--- config.mk ---
export PLATFORM = sky130hd
export DESIGN_NAME = rr_shared_reg_arbiter_flat
export DESIGN_NICKNAME = d
export VERILOG_FILES = /design/src/rtl/rr_shared_reg_arbiter_pkg.sv /design/src/rtl/rr_shared_reg_arbiter_if.sv /design/src/rtl/rr_shared_reg_arbiter_pick.sv /design/src/rtl/rr_shared_reg_arbiter.sv /design/src/flat_wrapper.sv
export SDC_FILE = /design/constraint.sdc
export NUM_CORES = 1
export LEC_CHECK = 0
export ABC_AREA = 0
export CAP_MARGIN = 30
export CORE_MARGIN = 4
export CORE_UTILIZATION = 45
export CTS_BUF_LIST = sky130_fd_sc_hd__clkbuf_2 sky130_fd_sc_hd__clkbuf_4 sky130_fd_sc_hd__clkbuf_8
export DETAILED_ROUTE_END_ITERATION = 10
export DONT_BUFFER_PORTS = 1
export PLACE_DENSITY = 0.7
export SETUP_SLACK_MARGIN = 0.15
export SLEW_MARGIN = 25
export SYNTH_ARGS = -nofsm -noshare
export SYNTH_HDL_FRONTEND = slang
export SYNTH_HIERARCHICAL = 1
export SYNTH_SLANG_ARGS = --single-unit
--- constraint.sdc ---
create_clock -name clock -period 5.34 [get_ports clock]
set_clock_uncertainty 0.05 [all_clocks]
set_input_delay 0.801 -clock clock [delete_from_list [all_inputs] [get_ports clock]]
set_output_delay 0.801 -clock clock [all_outputs]
set_load 0.005 [all_outputs]
--- src/rtl/rr_shared_reg_arbiter_pkg.sv ---
// Shared types and the wrap-around round-robin scan for rr_shared_reg_arbiter.
package rr_arb_pkg;

   localparam int unsigned REQ_MAX     = 16;
   localparam int unsigned IDX_MAX_W   = 4;
   localparam int unsigned DEF_NUM_REQ = 4;
   localparam int unsigned ID_W        = $clog2(DEF_NUM_REQ);

   typedef enum logic {
      IDLE  = 1'b0,
      OWNED = 1'b1
   } arb_state_t;

   typedef struct packed {
      logic                 found;
      logic [IDX_MAX_W-1:0] idx;
   } rr_pick_t;

   // First eligible request after last_owner, wrapping modulo num_req; last_owner is scanned last.
   // Bits set in mask are excluded from the scan.
   function automatic rr_pick_t next_rr(input logic [REQ_MAX-1:0]   req,
                                        input logic [IDX_MAX_W-1:0] last_owner,
                                        input logic [REQ_MAX-1:0]   mask,
                                        input int unsigned          num_req);
      rr_pick_t             res;
      logic [REQ_MAX-1:0]   elig;
      logic [IDX_MAX_W-1:0] cand;
      res  = '0;
      elig = req & ~mask;
      for (int unsigned i = 1; i <= REQ_MAX; i++) begin
         cand = IDX_MAX_W'((32'(last_owner) + i) % num_req);
         if ((i <= num_req) && !res.found && elig[cand]) begin
            res.found = 1'b1;
            res.idx   = cand;
         end
      end
      return res;
   endfunction

endpackage

--- src/rtl/rr_shared_reg_arbiter_if.sv ---
// Requester-side bus of the shared-register arbiter.
interface rr_shared_reg_arbiter_if
   import rr_arb_pkg::*;
#(
   parameter int unsigned NUM_REQ = DEF_NUM_REQ,
   parameter int unsigned DATA_W  = 8
);
   localparam int unsigned OWN_W = (NUM_REQ > 1) ? $clog2(NUM_REQ) : 1;

   logic [NUM_REQ-1:0]        req;
   logic [NUM_REQ*DATA_W-1:0] wr_data;
   logic [NUM_REQ-1:0]        grant;
   logic [OWN_W-1:0]          owner_id;
   logic [DATA_W-1:0]         out;
   logic                      out_valid;

   modport master (
      output req, wr_data,
      input  grant, owner_id, out, out_valid
   );

   modport slave (
      input  req, wr_data,
      output grant, owner_id, out, out_valid
   );

endinterface

--- src/rtl/rr_shared_reg_arbiter_pick.sv ---
// Combinational wrap-around priority scan (rr_priority_pick).
module rr_priority_pick
   import rr_arb_pkg::*;
#(
   parameter int unsigned NUM_REQ = DEF_NUM_REQ,
   parameter int unsigned OWN_W   = (NUM_REQ > 1) ? $clog2(NUM_REQ) : 1
) (
   input  logic [NUM_REQ-1:0] req,
   input  logic [OWN_W-1:0]   last_owner,
   input  logic [NUM_REQ-1:0] mask,
   output logic [OWN_W-1:0]   pick_c,
   output logic               found_c
);

   rr_pick_t res_c;
   logic     unused_idx_c;

   // Scan req above last_owner, skipping masked bits.
   always_comb begin
      res_c = next_rr(REQ_MAX'(req), IDX_MAX_W'(last_owner), REQ_MAX'(mask), NUM_REQ);
   end

   assign pick_c       = OWN_W'(res_c.idx);
   assign found_c      = res_c.found;
   assign unused_idx_c = ^res_c.idx;

endmodule

--- src/rtl/rr_shared_reg_arbiter.sv ---
// Round-robin arbiter time-sharing one registered DATA_W output among NUM_REQ requesters.
// Optional macro RR_ARB_HOLD_LIMIT_EN: force rotation after MAX_HOLD grant cycles while others wait.
module rr_shared_reg_arbiter
   import rr_arb_pkg::*;
#(
   parameter int unsigned NUM_REQ  = DEF_NUM_REQ,
   parameter int unsigned DATA_W   = 8,
   parameter int unsigned MAX_HOLD = 4
) (
   input  logic                    clock,
   input  logic                    reset_n,
   rr_shared_reg_arbiter_if.slave  bus
);

   localparam int unsigned OWN_W  = (NUM_REQ > 1) ? $clog2(NUM_REQ) : 1;
   localparam int unsigned HOLD_W = 8;

   // Reject configurations outside the supported range at elaboration.
   if ((NUM_REQ < 2) || (NUM_REQ > REQ_MAX) || (MAX_HOLD < 1) || (MAX_HOLD > 255) || (DATA_W < 1))
   begin : g_bad_cfg
      $error("rr_shared_reg_arbiter: parameter out of range");
   end

   arb_state_t         state_q, state_d;
   logic [NUM_REQ-1:0] grant_q, grant_d;
   logic [OWN_W-1:0]   owner_q, owner_d;
   logic [OWN_W-1:0]   last_q,  last_d;
   logic [DATA_W-1:0]  out_q,   out_d;
   logic               valid_q, valid_d;
   logic [NUM_REQ-1:0] mask_c;
   logic [OWN_W-1:0]   pick_c;
   logic               found_c;
   logic               take_c;
`ifdef RR_ARB_HOLD_LIMIT_EN
   logic [HOLD_W-1:0]  hold_q,  hold_d;
`endif

   // While owned, the owner is excluded so release and rotation pick among the others.
   assign mask_c = (state_q == OWNED) ? (NUM_REQ'(1) << owner_q) : '0;

   rr_priority_pick #(
      .NUM_REQ (NUM_REQ),
      .OWN_W   (OWN_W)
   ) u_pick (
      .req        (bus.req),
      .last_owner (last_q),
      .mask       (mask_c),
      .pick_c     (pick_c),
      .found_c    (found_c)
   );

   // Next-state, grant, hold and shared-register load.
   always_comb begin
      state_d = state_q;
      grant_d = grant_q;
      owner_d = owner_q;
      last_d  = last_q;
      out_d   = out_q;
      valid_d = 1'b0;
      take_c  = 1'b0;
`ifdef RR_ARB_HOLD_LIMIT_EN
      hold_d  = hold_q;
`endif

      if (grant_q[owner_q] && bus.req[owner_q]) begin
         out_d   = bus.wr_data[32'(owner_q)*DATA_W +: DATA_W];
         valid_d = 1'b1;
      end

      case (state_q)
         IDLE: begin
            take_c = found_c;
         end
         OWNED: begin
            if (!bus.req[owner_q]) begin
               take_c = found_c;
               if (!found_c) begin
                  state_d = IDLE;
                  grant_d = '0;
`ifdef RR_ARB_HOLD_LIMIT_EN
                  hold_d  = '0;
`endif
               end
            end
`ifdef RR_ARB_HOLD_LIMIT_EN
            else if (hold_q == HOLD_W'(MAX_HOLD)) begin
               take_c = found_c;
            end
            else begin
               hold_d = hold_q + HOLD_W'(1);
            end
`endif
         end
         default: begin
            state_d = IDLE;
         end
      endcase

      if (take_c) begin
         state_d = OWNED;
         grant_d = NUM_REQ'(1) << pick_c;
         owner_d = pick_c;
         last_d  = pick_c;
`ifdef RR_ARB_HOLD_LIMIT_EN
         hold_d  = HOLD_W'(1);
`endif
      end
   end

   // State, grant and shared-register flops.
   always_ff @(posedge clock or negedge reset_n) begin
      if (!reset_n) begin
         state_q <= IDLE;
         grant_q <= '0;
         owner_q <= '0;
         last_q  <= OWN_W'(NUM_REQ - 1);
         out_q   <= '0;
         valid_q <= 1'b0;
      end else begin
         state_q <= state_d;
         grant_q <= grant_d;
         owner_q <= owner_d;
         last_q  <= last_d;
         out_q   <= out_d;
         valid_q <= valid_d;
      end
   end

`ifdef RR_ARB_HOLD_LIMIT_EN
   // Consecutive-grant counter for forced rotation.
   always_ff @(posedge clock or negedge reset_n) begin
      if (!reset_n) begin
         hold_q <= '0;
      end else begin
         hold_q <= hold_d;
      end
   end
`endif

   assign bus.grant     = grant_q;
   assign bus.owner_id  = owner_q;
   assign bus.out       = out_q;
   assign bus.out_valid = valid_q;

endmodule

--- src/flat_wrapper.sv ---
// flat-port wrapper written by rule: the top's interface ports become plain ports
module rr_shared_reg_arbiter_flat import rr_arb_pkg::*;
#(
   parameter int unsigned NUM_REQ  = DEF_NUM_REQ,
   parameter int unsigned DATA_W   = 8,
   parameter int unsigned MAX_HOLD = 4
)
  (clock, reset_n, bus_req, bus_wr_data, bus_grant, bus_owner_id, bus_out, bus_out_valid);
  rr_shared_reg_arbiter_if #(.NUM_REQ(NUM_REQ), .DATA_W(DATA_W)) bus_i ();
  input  logic clock;
  input  logic reset_n;
  input wire logic [$bits(bus_i.req)-1:0] bus_req;
  input wire logic [$bits(bus_i.wr_data)-1:0] bus_wr_data;
  output wire logic [$bits(bus_i.grant)-1:0] bus_grant;
  output wire logic [$bits(bus_i.owner_id)-1:0] bus_owner_id;
  output wire logic [$bits(bus_i.out)-1:0] bus_out;
  output wire logic [$bits(bus_i.out_valid)-1:0] bus_out_valid;
  assign bus_i.req = bus_req;
  assign bus_i.wr_data = bus_wr_data;
  assign bus_grant = bus_i.grant;
  assign bus_owner_id = bus_i.owner_id;
  assign bus_out = bus_i.out;
  assign bus_out_valid = bus_i.out_valid;
  rr_shared_reg_arbiter #(.NUM_REQ(NUM_REQ), .DATA_W(DATA_W), .MAX_HOLD(MAX_HOLD)) u_core (.clock(clock), .reset_n(reset_n), .bus(bus_i));
endmodule
# [After elaboration in Yosys (flattened, before gate mapping)]
# Cells that the tools add are included.
[totals] reg_bits=18 wordCells=60 out_inout_bits=15
[classes] muxes=28 n_eq_ne=2 add_sub_neg=4 shifts=3 n_reduce_logical=9 n_bitwise=3 magnitude_cmp=5
[op_table] operator="$shiftx A32 B6 Y8" count=1
[op_table] operator="$lt A2 B5 Y1 const B" count=4
[op_table] operator="$mux W4" count=5
[op_table] operator="$mux W5" count=4
[op_table] operator="$bmux W1 S2" count=6
[op_table] operator="$mux W1" count=12
[op_table] operator="$shl A1 B2 Y4 const A" count=2
[op_table] operator="$add A2 B1 Y2 const B" count=2
[op_table] operator="$add A2 B2 Y2 const B" count=2
[op_table] operator="$and A4 B4 Y4" count=1
[op_table] operator="$logic_and A1 B1 Y1" count=4
[op_table] operator="$ne A2 B1 Y1 const B" count=2
[op_table] operator="$not A4 Y4" count=1
[op_table] operator="$logic_not A1 Y1" count=3
[op_table] operator="$lt A2 B3 Y1 const B" count=1
[op_table] operator="$reduce_and A3 Y1" count=1
[op_table] operator="$pmux W1 S2" count=1
[op_table] operator="$reduce_bool A2 Y1" count=1
[op_table] operator="$not A1 Y1" count=1

# [Longest topological paths before layout]
[depth] word_depth=20 depth_mapped=10 ltp_nobuf=8

# [Modules after synthesis]
# The synthesis kept the hierarchy.
[modules_own_cells] mod="rr_shared_reg_arbiter" seq_area_each_um2=452.9 instances=1 area_per_inst_um2=992.2 cells_per_inst=65
[modules_own_cells] mod="rr_priority_pick" seq_area_each_um2=0.0 instances=1 area_per_inst_um2=133.9 cells_per_inst=16

# [Worst setup path after synthesis]
# No wires, ideal clock.
[synth_path] kind="reg2reg" from="register u_core.owner_q[0], in the netlist u_core/bus.owner_id[0]" to="register u_core.owner_q[1], in the netlist u_core/bus.owner_id[1]" stages_incl_launch_ff=9 path_slack_ns=3.159 arrival_ns=2.007 synth_period_minus_slack_ns=2.181 cell_sequence="dfrtp_1 buf_6 clkbuf_1 nor2_1 nand2b_1 nor2b_1 nand3_1 a21boi_4 mux2_2"
[synth_between] elab_chain_cells=18
[synth_rtl] item="start, declared" line_no="rr_shared_reg_arbiter.sv:26" rtl="logic [OWN_W-1:0] owner_q, owner_d;"
[synth_rtl] item="start signal, assigned" line_no="rr_shared_reg_arbiter.sv:122" rtl="owner_q <= owner_d;"
[synth_rtl] item="$shl A1 B2 Y4 (*)" line_no="rr_shared_reg_arbiter.sv:39" rtl="assign mask_c = (state_q == OWNED) ? (NUM_REQ'(1) << owner_q) : '0;"
[synth_rtl] item="$mux W4 (*)" line_no="rr_shared_reg_arbiter.sv:39"
[synth_rtl] item="via u_core.mask_c[2]" line_no="rr_shared_reg_arbiter.sv:30" rtl="logic [NUM_REQ-1:0] mask_c;"
[synth_rtl] item="$not A4 Y4 (*)" line_no="rr_shared_reg_arbiter_pkg.sv:29" rtl="elig = req & ~mask;"
[synth_rtl] item="$and A4 B4 Y4 (*)" line_no="rr_shared_reg_arbiter_pkg.sv:29"
[synth_rtl] item="$bmux W1 S2" line_no="rr_shared_reg_arbiter_pkg.sv:32" rtl="if ((i <= num_req) && !res.found && elig[cand]) begin"
[synth_rtl] item="$mux W1 (not written as such)" line_no="rr_shared_reg_arbiter_pkg.sv:32"
[synth_rtl] item="$mux W5" line_no="rr_shared_reg_arbiter_pkg.sv:32"
[synth_rtl] item="(+4 left out)"
[synth_rtl] item="$logic_and A1 B1 Y1" line_no="rr_shared_reg_arbiter_pkg.sv:32"
[synth_rtl] item="$mux W5" line_no="rr_shared_reg_arbiter_pkg.sv:32"
[synth_rtl] item="$logic_not A1 Y1" line_no="rr_shared_reg_arbiter_pkg.sv:32"
[synth_rtl] item="$logic_and A1 B1 Y1" line_no="rr_shared_reg_arbiter_pkg.sv:32"
[synth_rtl] item="$mux W5 (*)" line_no="rr_shared_reg_arbiter_pkg.sv:32"
[synth_rtl] item="via u_core.found_c" line_no="rr_shared_reg_arbiter.sv:32" rtl="logic found_c;"
[synth_rtl] item="$mux W1" line_no="rr_shared_reg_arbiter.sv:75" rtl="if (!bus.req[owner_q]) begin"
[synth_rtl] item="$pmux W1 S2 (*)" line_no="rr_shared_reg_arbiter.sv:70" rtl="case (state_q)"
# The timed path passes the listed nets; every way through them passes the cells marked *. The select of a mux whose other input is x is not followed.
# A chain may end at the register's enable or synchronous reset.

# [Worst setup path after layout]
[layout_path] from="register u_core.owner_q[0], in the netlist u_core/bus.owner_id[0]" to="register u_core.owner_q[1], in the netlist u_core/bus.owner_id[1]"
[layout_between] elab_chain_cells=18
[layout_rtl] item="$shl A1 B2 Y4" line_no="rr_shared_reg_arbiter.sv:39"
[layout_rtl] item="$mux W4" line_no="rr_shared_reg_arbiter.sv:39"
[layout_rtl] item="$not A4 Y4" line_no="rr_shared_reg_arbiter_pkg.sv:29"
[layout_rtl] item="$and A4 B4 Y4" line_no="rr_shared_reg_arbiter_pkg.sv:29"
[layout_rtl] item="$bmux W1 S2" line_no="rr_shared_reg_arbiter_pkg.sv:32"
[layout_rtl] item="$mux W1 (not written as such)" line_no="rr_shared_reg_arbiter_pkg.sv:32"
[layout_rtl] item="$mux W5" line_no="rr_shared_reg_arbiter_pkg.sv:32"
[layout_rtl] item="$logic_not A1 Y1" line_no="rr_shared_reg_arbiter_pkg.sv:32"
[layout_rtl] item="(+2 left out)"
[layout_rtl] item="$logic_not A1 Y1" line_no="rr_shared_reg_arbiter_pkg.sv:32"
[layout_rtl] item="$logic_and A1 B1 Y1" line_no="rr_shared_reg_arbiter_pkg.sv:32"
[layout_rtl] item="$mux W5" line_no="rr_shared_reg_arbiter_pkg.sv:32"
[layout_rtl] item="$logic_not A1 Y1" line_no="rr_shared_reg_arbiter_pkg.sv:32"
[layout_rtl] item="$logic_and A1 B1 Y1" line_no="rr_shared_reg_arbiter_pkg.sv:32"
[layout_rtl] item="$mux W5" line_no="rr_shared_reg_arbiter_pkg.sv:32"
[layout_rtl] item="$mux W1" line_no="rr_shared_reg_arbiter.sv:75"
[layout_rtl] item="$pmux W1 S2" line_no="rr_shared_reg_arbiter.sv:70"
# Parallel ways exist; a longest one is shown, timed or not. The select of a mux whose other input is x is not followed.

==> run_results.csv <==
group,metric,value,unit
run_status,outcome,"completed",
placed_design,pre_cts_ws,2.99,ns
die,die_h,58.0,µm
clocking,path_clk_slew,0.09,ns
die,initial_core_util,0.490,
synth,ys_ff_latch,18,
cells_and_area,layout_common_cells,"dfrtp_1 (16), mux2_2 (11), inv_1 (6), mux4_2 (6)",
route,drtIter0Drc,21,
synth,yosys_warnings,6,
grt,grt_overflow,0,
cells_and_area,layout_commonest_cell,"dfrtp_1",
setup_path,reg2reg_slack,2.99,ns
synth,netlist_area,1130,µm²
placed_design,portBuffers,0,
clocking,postCtsSetupBuffers,0,
cells_and_area,antenna_cells,0,
clocking,cts-buffers-inserted,3,
clocking,cts_hold_buf,0,
die,die_w,58.0,µm
clocking,cts-resized-gates,0,
placed_design,routabilityCongestion,0.819,
clocking,htree_levels,1,
synth,syn_nets,119,
run,cap_viol_max_count,0,
cells_and_area,postLayoutCellArea,1160,µm²
cells_and_area,fillers,196,
timing,hold_viol,0,
synth,syn-mean-instance-area,13.9,µm²
grt,grt_first_pass_wirelength,3750,µm
timing,fmax,425,MHz
grt,track_usage,0.143,
route,ant_nets,0,
die,core_area,2300,µm²
setup_path,worst_r2r_path_depth,3,
clocking,clock_latency,0.28,ns
route,vias_per_cell,6.43,
cells_and_area,area_growth_syn_to_layout,3.44,%
die,placementRows,17,
timing,finalCritPeriodShare,0.441,
timing,holdWs,0.146,ns
setup_path,critPathKind,"reg -> reg",
timing,relSlewSlack,0.512,
route,routed_wl,2310,µm
timing,tns,0,ns
grt,grt_max_degree,19,
cells_and_area,multi_input_area,624,µm²
grt,grt_antenna_before_repair,0,
min_path,hp-class,"in -> async",
die,die_area,3370,µm²
placed_design,hpwl,1840,µm
setup_path,arrival,2.48,ns
timing,max_slew.worst_pin.slew,0.732,ns
setup_path,end_kind,"register",
synth,ys_seq_area_frac,0.402,
setup_path,r2r_end,"u_core/bus.owner_id[1]",
die,io_pins,53,
synth,synth_cell_types,32,
cells_and_area,regArea,453,µm²
timing,drv_slew,0,
setup_path,crit_path_max_fanout,16,
timing,setup_viol,0,
route,avgRoutedWirePerCell,21.4,µm
clocking,cts_sinks,18,
timing,rsz0062_at_grt,"false",
route,num_vias,694,
setup_path,r2r_start,"u_core/bus.owner_id[0]",
timing,period_needed,2.35,ns
pwr,ir_worst_vdd,363,µV
pwr,total_power,714,µW
clocking,cts_tree,"built",
setup_path,worstPathRequired,5.46,ns
clocking,clockRootBuffer,"clkbuf_4",
synth,syn-instance-count,81,
timing,layout_setup_ws,2.99,ns
grt,grt_pass1_vias,784,
cells_and_area,layout.nets,119,
route,first_pass_iters,4,
setup_path,critical_path.startpoint_type,"register",
clocking,cts_max_path_buffers,2,
cells_and_area,drive_gt1_frac,0.388,
route,route.detailed.drc,0,
pwr,leakagePower,0.000497,µW
placed_design,dpl-instance-area,1130,µm²
pwr,powerDensity,613,nW/µm²
==> flip-flops by register name, indices dropped and copies added, names as in the netlist <==
signal                count
u_core/bus.out            8
u_core/last_q             2
u_core/bus.out_valid      1
u_core/bus.owner_id       2
u_core/bus.grant          4
u_core/state_q            1
==> cells by family after synthesis <==
family	count (synthesis)	share of synthesized area
and+or+nand+nor	15	0.0933
DFF	18	0.402
buffers and inverters	11	0.0433
muxes	22	0.332
AOI/OAI and AO/OA	15	0.129
==> cells in the mapped netlist, drive strengths merged <==
| master | instances | area share |
|---|---|---|
| a21o | 2 | 0.013 |
| nor2 | 2 | 0.0067 |
| a22o | 1 | 0.0078 |
| inv | 6 | 0.020 |
| a221oi | 1 | 0.013 |
| dfstp | 2 | 0.047 |
| o211ai | 1 | 0.0067 |
| nor2b | 2 | 0.011 |
| mux4 | 10 | 0.21 |
| and2b | 1 | 0.0089 |
| nor3 | 1 | 0.0044 |
| mux2i | 1 | 0.0089 |
| nand2b | 3 | 0.026 |
| and3 | 1 | 0.0056 |
| a311oi | 1 | 0.013 |
| clkbuf | 4 | 0.013 |
| buf | 1 | 0.010 |
| o21ai | 2 | 0.0089 |
| dfrtp | 16 | 0.36 |
| a211oi | 2 | 0.013 |
| a32o | 4 | 0.036 |
| nand3 | 1 | 0.0044 |
| a21boi | 1 | 0.017 |
| mux2 | 11 | 0.11 |
| nand2 | 2 | 0.0089 |
| nor3b | 2 | 0.018 |
==> critical path: stages, from the launching register on <==
cell and delay, ns:
dfrtp_1 0.83, mux4_2 0.67, a21boi_4 0.32, mux2_2 0.37
==> how the worst max path moves through the flow <==
stage | from | to | depth (start not counted)
floorplan | u_core/bus.owner_id[0] | u_core/bus.owner_id[1] | 8
global placement | u_core/bus.owner_id[0] | u_core/bus.owner_id[1] | 3
detailed placement | u_core/bus.owner_id[0] | u_core/bus.owner_id[1] | 3
CTS | u_core/bus.owner_id[0] | u_core/bus.owner_id[1] | 3
global route | u_core/bus.owner_id[0] | u_core/bus.owner_id[1] | 6
finish | u_core/bus.owner_id[0] | u_core/bus.owner_id[1] | 3
==> layer usage <==
layer / share of wire / global-route usage / wire length [µm]
met3: 0.12 / 0.0646 / 283
met1: 0.35 / 0.164 / 807
met4: 0.0022 / 0.0199 / 5
met2: 0.53 / 0.250 / 1220
met5: 0 / 0 / 0
==> cell type report <==
type,count,area share
inverters,6,0.0193
well taps,28,0.0301
flip-flops and latches,18,0.389
clock buffers,4,0.0258
multi-input cells,52,0.536
==> report_power, final <==
part / total [µW] / internal, µW / switching, µW
Sequential: 300 / 207 / 93.7
Combinational: 342 / 207 / 135
Clock: 71.3 / 34.1 / 37.2
==> through the flow <==
| stage | util | cells |
|---|---|---|
| floorplan | - | 81 |
| global placement | 0.494 | 104 |
| detailed placement | 0.494 | 104 |
| CTS | 0.507 | 108 |
| global route | 0.507 | 108 |
| finish | 0.507 | 108 |
Note: power is estimated with default switching activity, not from simulation.
